## config.mk

```make
export PLATFORM = sky130hd
export DESIGN_NAME = shuffler_param
export DESIGN_NICKNAME = d
export VERILOG_FILES = /design/src/rtl/shuffler_param.sv
export SDC_FILE = /design/constraint.sdc
export NUM_CORES = 1
export LEC_CHECK = 0
export CAP_MARGIN = 40
export CORE_ASPECT_RATIO = 0.9
export CORE_MARGIN = 1
export CORE_UTILIZATION = 60
export DETAILED_ROUTE_END_ITERATION = 6
export PLACE_DENSITY = 0.89
export SYNTH_ARGS = -nofsm -noshare
export SYNTH_HDL_FRONTEND = slang
export SYNTH_SLANG_ARGS = --single-unit
```

## constraint.sdc

```tcl
create_clock -name clock -period 4.6 [get_ports clock]
set_input_delay 0.46 -clock clock [delete_from_list [all_inputs] [get_ports clock]]
set_output_delay 0.46 -clock clock [all_outputs]
set_load 0.02 [all_outputs]
```

## src/rtl/shuffler_param.sv

```systemverilog
// Parametrised in-place RAM shuffler: stride walk or LFSR-driven Fisher-Yates.
// Talks to a single-port synchronous RAM whose read data arrives one cycle after
// the address. Each swap takes six cycles: read i, read j, capture j, write j,
// write i, then advance the indices.
module shuffler_param #(
   parameter int unsigned DATA_W = 4,
   parameter int unsigned DEPTH  = 52,
   parameter int unsigned ADDR_W = 6,
   parameter int unsigned STRIDE = 3,
   parameter int unsigned OFFSET = 36,
   parameter int unsigned PASSES = 1,
   parameter logic [15:0] SEED   = 16'hACE1
) (
   input  logic              clock,
   input  logic              resetN,
   input  logic              start,
   input  logic              mode,
   input  logic [15:0]       seed,
   input  logic              seedLoad,
   input  logic [DATA_W-1:0] memData,
   output logic [ADDR_W-1:0] nextA,
   output logic [DATA_W-1:0] newData,
   output logic              wren,
   output logic              busy,
   output logic              finish
);

   localparam int unsigned PASS_W = (PASSES > 1) ? $clog2(PASSES) : 1;

   localparam logic [ADDR_W-1:0] LastIdx   = ADDR_W'(DEPTH - 1);
   localparam logic [ADDR_W-1:0] OffsetIdx = ADDR_W'(OFFSET);
   localparam logic [ADDR_W-1:0] OneIdx    = ADDR_W'(1);
   localparam logic [ADDR_W:0]   StrideExt = (ADDR_W + 1)'(STRIDE);
   localparam logic [ADDR_W:0]   DepthExt  = (ADDR_W + 1)'(DEPTH);
   localparam logic [PASS_W-1:0] LastPass  = PASS_W'(PASSES - 1);
   localparam logic [PASS_W-1:0] OnePass   = PASS_W'(1);
   localparam logic [15:0]       LfsrMask  = 16'hB400;

   typedef enum logic [3:0] {
      StIdle,
      StDraw,
      StRdI,
      StRdJ,
      StCapJ,
      StWrJ,
      StWrI,
      StNext,
      StDone
   } state_e;

   state_e              state_q, state_d;
   logic [ADDR_W-1:0]   i_q, i_d;
   logic [ADDR_W-1:0]   j_q, j_d;
   logic [PASS_W-1:0]   pass_q, pass_d;
   logic                mode_q, mode_d;
   logic [DATA_W-1:0]   reg_i_q, reg_i_d;
   logic [DATA_W-1:0]   reg_j_q, reg_j_d;
   logic [15:0]         lfsr_q, lfsr_d;

   logic [ADDR_W-1:0]   draw_mask;
   logic [ADDR_W-1:0]   cand;
   logic [ADDR_W:0]     j_sum;
   logic [ADDR_W-1:0]   j_wrap;
   logic                pass_end;

   // Smallest all-ones mask covering i: OR-smear every bit below the MSB.
   always_comb begin
      draw_mask = i_q;
      for (int k = 1; k < ADDR_W; k++) begin
         draw_mask = draw_mask | (i_q >> k);
      end
   end

   assign cand  = lfsr_q[ADDR_W-1:0] & draw_mask;
   // One extra bit so the wrap test cannot overflow when DEPTH == 2^ADDR_W.
   assign j_sum = {1'b0, j_q} + StrideExt;
   assign j_wrap = (j_sum >= DepthExt) ? ADDR_W'(j_sum - DepthExt) : j_sum[ADDR_W-1:0];
   assign pass_end = mode_q ? (i_q == OneIdx) : (i_q == LastIdx);

   // LFSR next value: seed load only honoured in idle, otherwise free-running Galois step.
   always_comb begin
      lfsr_d = {1'b0, lfsr_q[15:1]} ^ (lfsr_q[0] ? LfsrMask : 16'h0000);
      if (seedLoad && (state_q == StIdle)) begin
         lfsr_d = (seed == 16'h0000) ? SEED : seed;
      end
   end

   // Next-state and datapath updates for the swap sequencer.
   always_comb begin
      state_d = state_q;
      i_d     = i_q;
      j_d     = j_q;
      pass_d  = pass_q;
      mode_d  = mode_q;
      reg_i_d = reg_i_q;
      reg_j_d = reg_j_q;
      unique case (state_q)
         StIdle: begin
            if (start) begin
               mode_d = mode;
               pass_d = '0;
               if (mode) begin
                  i_d     = LastIdx;
                  state_d = (DEPTH == 1) ? StDone : StDraw;
               end else begin
                  i_d     = '0;
                  j_d     = OffsetIdx;
                  state_d = StRdI;
               end
            end
         end
         StDraw: begin
            // Rejection sampling: out-of-range candidates simply retry next cycle.
            if (cand <= i_q) begin
               j_d     = cand;
               state_d = StRdI;
            end
         end
         StRdI:  state_d = StRdJ;
         StRdJ: begin
            reg_i_d = memData;
            state_d = StCapJ;
         end
         StCapJ: begin
            reg_j_d = memData;
            state_d = StWrJ;
         end
         StWrJ:  state_d = StWrI;
         StWrI:  state_d = StNext;
         StNext: begin
            if (!pass_end) begin
               if (mode_q) begin
                  i_d     = i_q - OneIdx;
                  state_d = StDraw;
               end else begin
                  i_d     = i_q + OneIdx;
                  j_d     = j_wrap;
                  state_d = StRdI;
               end
            end else if (pass_q != LastPass) begin
               pass_d = pass_q + OnePass;
               if (mode_q) begin
                  i_d     = LastIdx;
                  state_d = StDraw;
               end else begin
                  i_d     = '0;
                  j_d     = OffsetIdx;
                  state_d = StRdI;
               end
            end else begin
               state_d = StDone;
            end
         end
         StDone:  state_d = StIdle;
         default: state_d = StIdle;
      endcase
   end

   // RAM-side outputs decoded from registered state and index/data registers only.
   always_comb begin
      nextA   = '0;
      newData = '0;
      wren    = 1'b0;
      unique case (state_q)
         StRdI:  nextA = i_q;
         StRdJ:  nextA = j_q;
         StCapJ: nextA = j_q;
         StWrJ: begin
            nextA   = j_q;
            newData = reg_i_q;
            wren    = 1'b1;
         end
         StWrI: begin
            nextA   = i_q;
            newData = reg_j_q;
            wren    = 1'b1;
         end
         default: ;
      endcase
   end

   assign busy   = (state_q != StIdle);
   assign finish = (state_q == StDone);

   // State and datapath registers; reset aborts any swap in flight.
   always_ff @(posedge clock or negedge resetN) begin
      if (!resetN) begin
         state_q <= StIdle;
         i_q     <= '0;
         j_q     <= '0;
         pass_q  <= '0;
         mode_q  <= 1'b0;
         reg_i_q <= '0;
         reg_j_q <= '0;
         lfsr_q  <= SEED;
      end else begin
         state_q <= state_d;
         i_q     <= i_d;
         j_q     <= j_d;
         pass_q  <= pass_d;
         mode_q  <= mode_d;
         reg_i_q <= reg_i_d;
         reg_j_q <= reg_j_d;
         lfsr_q  <= lfsr_d;
      end
   end

endmodule

```

# Word-level counts from Yosys, hierarchy flattened
# Index checks and enable logic that the tools add are counted.
[totals]
elab_cells = 86
reg_bits = 42
output_inout_bits = 13
inputBits = 25
[op_classes]
n_mux = 34
reduce_logical = 14
n_addsub = 5
bitwise_logic = 7
n_eq_ne = 16
magnitude_cmp = 2
[ops]
columns = ["op", "n"]
rows = [
  ["6-bit 2-to-1 mux", 14],
  ["16-bit 2-to-1 mux", 3],
  ["4-bit one-hot mux with 8 select lines", 1],
  ["6-bit one-hot mux with 2 select lines", 2],
  ["6-bit one-hot mux with 3 select lines", 1],
  ["4-bit by 3-bit == test with 1-bit output (second input constant)", 4],
  ["16-bit logical NOT", 1],
  ["4-bit 2-to-1 mux", 4],
  ["15-bit by 16-bit bitwise XOR with 16-bit output", 1],
  ["2-bit inequality test (second input constant)", 5],
  ["4-bit by 2-bit == test with 1-bit output (second input constant)", 2],
  ["4-bit one-hot mux with 2 select lines", 1],
  ["6-bit by 2-bit adder with 7-bit output (second input constant)", 1],
  ["7-bit by 6-bit greater-or-equal comparator with 1-bit output (second input constant)", 1],
  ["6-bit by 1-bit adder with 6-bit output (second input constant)", 1],
  ["6-bit bitwise AND", 1],
  ["6-bit by 1-bit == test with 1-bit output (second input constant)", 1],
  ["6-bit == test (second input constant)", 1],
  ["6-bit <= comparator", 1],
  ["6-bit by 1-bit OR with 6-bit output", 1],
  ["6-bit by 2-bit OR with 6-bit output", 1],
  ["6-bit by 3-bit OR with 6-bit output", 1],
  ["6-bit by 4-bit OR with 6-bit output", 1],
  ["6-bit by 5-bit OR with 6-bit output", 1],
  ["19 further kinds", 27],
]

# Longest topological paths before layout
[logic_depth]
word_depth = 9
ltp_mapped = 12
mapped_depth_nobuf = 11

# Least setup slack after synthesis
# Ideal clock, no wire load.
[synth_timing]
kind = "register to register"
startpoint = "register i_q[2]"
endpoint = "register j_q[3]"
synth_period_minus_slack_ns = 2.762
t_arrival_ns = 2.637
path_buffers = 2
setup_slack_ns = 1.838
setup_time_ns = 0.125
required_time_ns = 4.475
path_stages_with_launch = 12
cell_sequence = "dfrtp_1 clkbuf_1 nor2_1 nand2_1 o21a_1 ha_1 nor2b_1 o21a_1 o311a_4 nor4b_4 buf_6 mux2_4"
[synth_via]
elab_chain_len = 9
word_cells_on_any_way = 15
cone_classes = "1 x order compare; 4 x eq/ne; 3 x mux; 6 x bitwise; 1 x reduce/logical"
[synth_rtl]
columns = ["element", "line_no", "text"]
rows = [
  ["from (decl)", "52", "logic [ADDR_W-1:0] i_q, i_d;"],
  ["from (signal assigned)", "198", "i_q <= i_d;"],
  ["6-bit by 5-bit OR with 6-bit output", "70", "draw_mask = draw_mask | (i_q >> k);"],
  ["6-bit by 4-bit OR with 6-bit output", "70", ""],
  ["6-bit by 3-bit OR with 6-bit output", "70", ""],
  ["6-bit by 2-bit OR with 6-bit output", "70", ""],
  ["6-bit by 1-bit OR with 6-bit output", "70", ""],
  ["6-bit bitwise AND", "74", "assign cand = lfsr_q[ADDR_W-1:0] & draw_mask;"],
  ["6-bit <= comparator", "114", "if (cand <= i_q) begin"],
  ["2-bit inequality test (no line)", "-", ""],
  ["6-bit AND reduction (no line)", "-", ""],
  ["to (signal assigned)", "199", "j_q <= j_d;"],
  ["to (decl)", "53", "logic [ADDR_W-1:0] j_q, j_d;"],
]
# Several ways; a longest one is shown, not always the timed one.
# A chain may end at the register's enable or synchronous reset.

# Worst setup path after layout
[layout_timing]
startpoint = "register i_q[4]"
endpoint = "register j_q[2]"
# The elaborated chain is that of the path after synthesis.

==> summary.txt <==
Layout cells sized above 1 = 11.2%
Worst Skew = 8.06 ps
Vias = 2541
CTS max path bufs = 2
Largest cells by area after synthesis = dfrtp_1 (30%), dfstp_2 (7.6%), nand2_1 (5.7%)
Max Slew Vio Count = 0
Crit path max fanout = 12
Vias in the first global route = 2354
Compound-Gate Fraction of Synth Area = 21.4%
Fin crit share = 68.9%
DRC = 0
Row count = 23
Die Span X = 73.8 µm
Most used cell, CP = o21a_1
Final WL = 6800 µm
Average wire per standard cell = 17.0 µm
#FFs+latches synth = 41
Status = finished, final reports clean
Nets = 373
Setup Total Neg Slack = 0 ps
Worst-skew pair later-pin latency = 300 ps
First-pass GRT wire length = 11400 µm
Syn Inst Count = 312
# IOs = 38
Number of diodes = 0
CTS Buf Count = 5
Worst Hold Class = input pin to async pin
Min Tclk post-route = 3170 ps
Post-Synth Adder-Cell Area = 4.95%
Max_cap viols = 0
Distinct cells, synth = 60
XOR/XNOR Fraction of Synth Area = 3.46%
Critical Path Slowest Stage Cell = nor4b_4
Worst Tran Pin Value = 828 ps
Largest net degree at the start of global routing = 26
Gate power share = 54.4%
Seq pwr share = 33.1%
P_sw = 1.07 mW
Post-synth top area share = 29.7%
Area post-placement = 0.00314 mm²
Final setup viols = 0
Pwr/cell area = 744 mW/mm²
DRT iter0 DRCs = 221
WP buf/inv = 0
DR vias/cell = 6.35
GP Congestion = 0.997
Dpl hpwl = 5140 µm
Syn. warnings = 0
Multiplexer share of the synthesized area = 5.26%
Main combinational cell family by area after synthesis = simple AND/OR/NAND/NOR gates
Leakage = 1.31 nW
Clock Root Buffer = clkbuf_8
Cell area after layout = 0.00325 mm²
Cell accounting for the most synthesized area = dfrtp_1
Cell family with most CP delay = compound AO/OA/AOI/OAI gates
Dpl cells = 392
Grt ovf = 0
Req. time, crit path = 4790 ps
Hold buffers post-CTS = 0
Final Non-Filler Cells = 400
Net Sw Frac = 44.3%
CP Depth = 10
Syn_nets = 348
Final hold violations = 0
Clk pwr share = 12.5%
Syn-to-layout area delta = 16.9%
Max H-tree Level = 2
CTS tree = done
TritonRoute pass-1 iters = 5
Final hold slack = 83.5 ps
Initial core utilization = 62.4%
Core area = 0.00446 mm²
Pint = 1.35 mW
Number of enable flip-flop cells after synthesis = 0
Ys flop type = dfrtp_1
RSZ-0062 raised after global routing = no
GRT Total Usage = 31.0%
Slew HR = 44.3%
CP Launch Type = flop
Area share of and/or/nand/nor cells after synthesis = 21.6%
Fmax = 315 MHz
Worst path max stage delay = 600 ps
CTS-repair resized insts = 0
Initial antenna violation count = 0
Number of setup buffers added after CTS = 0
Ys async rst share = 100%
CP Class = flop to flop
Die height = 66.6 µm
Crit. End Element = flop
CP Cell Sequence = nor2_1, nand2_1, o21a_1, ha_1, nor2b_1, o21a_1, o311a_4, nor4b_4, a21bo_2, a22o_1
Sequential area share after synthesis = 37.2%
Data arrival time of the critical path = 3370 ps
Syn Area/Cell = 8.92 µm²
Clock transition at path regs = 80 ps
Cell Area, Synth = 0.00278 mm²
VDD IR max = 0.000505 V
Die ar. = 0.00491 mm²
Number of port buffers = 37
CTS sink cnt = 41
Worst reg2reg path depth = 10
ANT nets after route = 0
cells in the mapped netlist, types with 6 or more instances:
cell      number
nand2_1       42
dfrtp_1       33
nor2_1        26
inv_1         14
o21ai_0       13
a21oi_1       11
ha_1          11
a22oi_1       10
nor4_1        10
buf_2          9
mux2_2         9
clkbuf_1       8
dfstp_2        8
nor3_1         8
a31oi_1        7
o22ai_1        7
xnor2_1        7
nor2b_1        6
o22a_1         6
final timing paths:
check	start	to	slack (ps)
setup / recovery	i_q[4]$_DFFE_PN0P_	j_q[2]$_DFFE_PN0P_	1430
setup reg to reg	i_q[4]$_DFFE_PN0P_	j_q[2]$_DFFE_PN0P_	1430
min in group clock	lfsr_q[9]$_DFF_PN0_	lfsr_q[8]$_DFF_PN0_	470
max in group asynchronous	resetN	lfsr_q[7]$_DFF_PN1_	3970
hold / removal	resetN	j_q[5]$_DFFE_PN0P_	80
hold reg to reg	lfsr_q[9]$_DFF_PN0_	lfsr_q[8]$_DFF_PN0_	470
power by group through the flow:
stage,clock network [mW],logic (mW),registers [mW]
finish,0.303,1.32,0.800
global route,0.322,1.46,0.824
CTS,0.306,1.31,0.791
detailed placement,0,1.30,0.797
global placement,0,1.26,0.782
floorplan,0,1.12,0.636
layer usage:
metal  vias to the layer above  routed length (µm)  GRT usage (%)
li1                       1182                   -              -
met1                      1232                3150           44.0
met2                       106                3100           46.8
met3                        21                 398           5.90
met4                         0                 150           11.3
met5                         -                   0              0
cells in the final DEF (no fill, tap or decap), types with 2 or more instances in the layout:
cell             count
clkbuf_8             6
o22a_1               6
inv_1               14
nor4_1              10
xnor2_1              7
ha_1                11
a221o_1              2
nand3_1              4
o211ai_1             2
nor4b_1              2
a31oi_1              7
mux2i_1              3
o21ai_0             13
nor2b_1              6
o22ai_1              7
and2_1               3
o2bb2ai_1            2
clkdlybuf4s50_1     36
nor3_1               8
dfstp_2              8
o31ai_1              2
xor2_1               4
o21a_1               3
or3_1                2
a21oi_1             11
mux2_2               9
and3_1               2
dfrtp_1             33
nor3b_1              4
a22oi_1             10
nor2_1              26
a22o_1               2
o311ai_0             2
nand2_1             42
stage by stage:
step	power (mW)	setup slack [ps]	utilization, %
5_1_grt	2.61	1240	72.9
3_5_place_dp	2.10	1460	70.3
6_report	2.42	1430	72.9
3_3_place_gp	2.04	1540	69.7
4_1_cts	2.41	1440	72.9
2_1_floorplan	1.75	1840	-
sequential cells by signal, indices dropped and copies added, names as in the netlist:
signal   count
reg_j_q      4
reg_i_q      4
mode_q       1
i_q          6
j_q          6
lfsr_q      16
state_q      4
final cells by class:
class	count	area (µm²)
repair buffers	39	393
multi-input cells	236	1580
clock inverters	1	30.0
fillers	336	1210
inverters	14	52.6
flip-flops and latches	41	1040
well taps	62	77.6
clock buffers	7	86.3
cell families after synthesis:
logic type	after synthesis
xor+xnor	11
flops	41
compound gates	83
mux	13
buf+inv	35
simple gates	118
fa+ha+maj	11
Power figures use the tool's default switching activity.
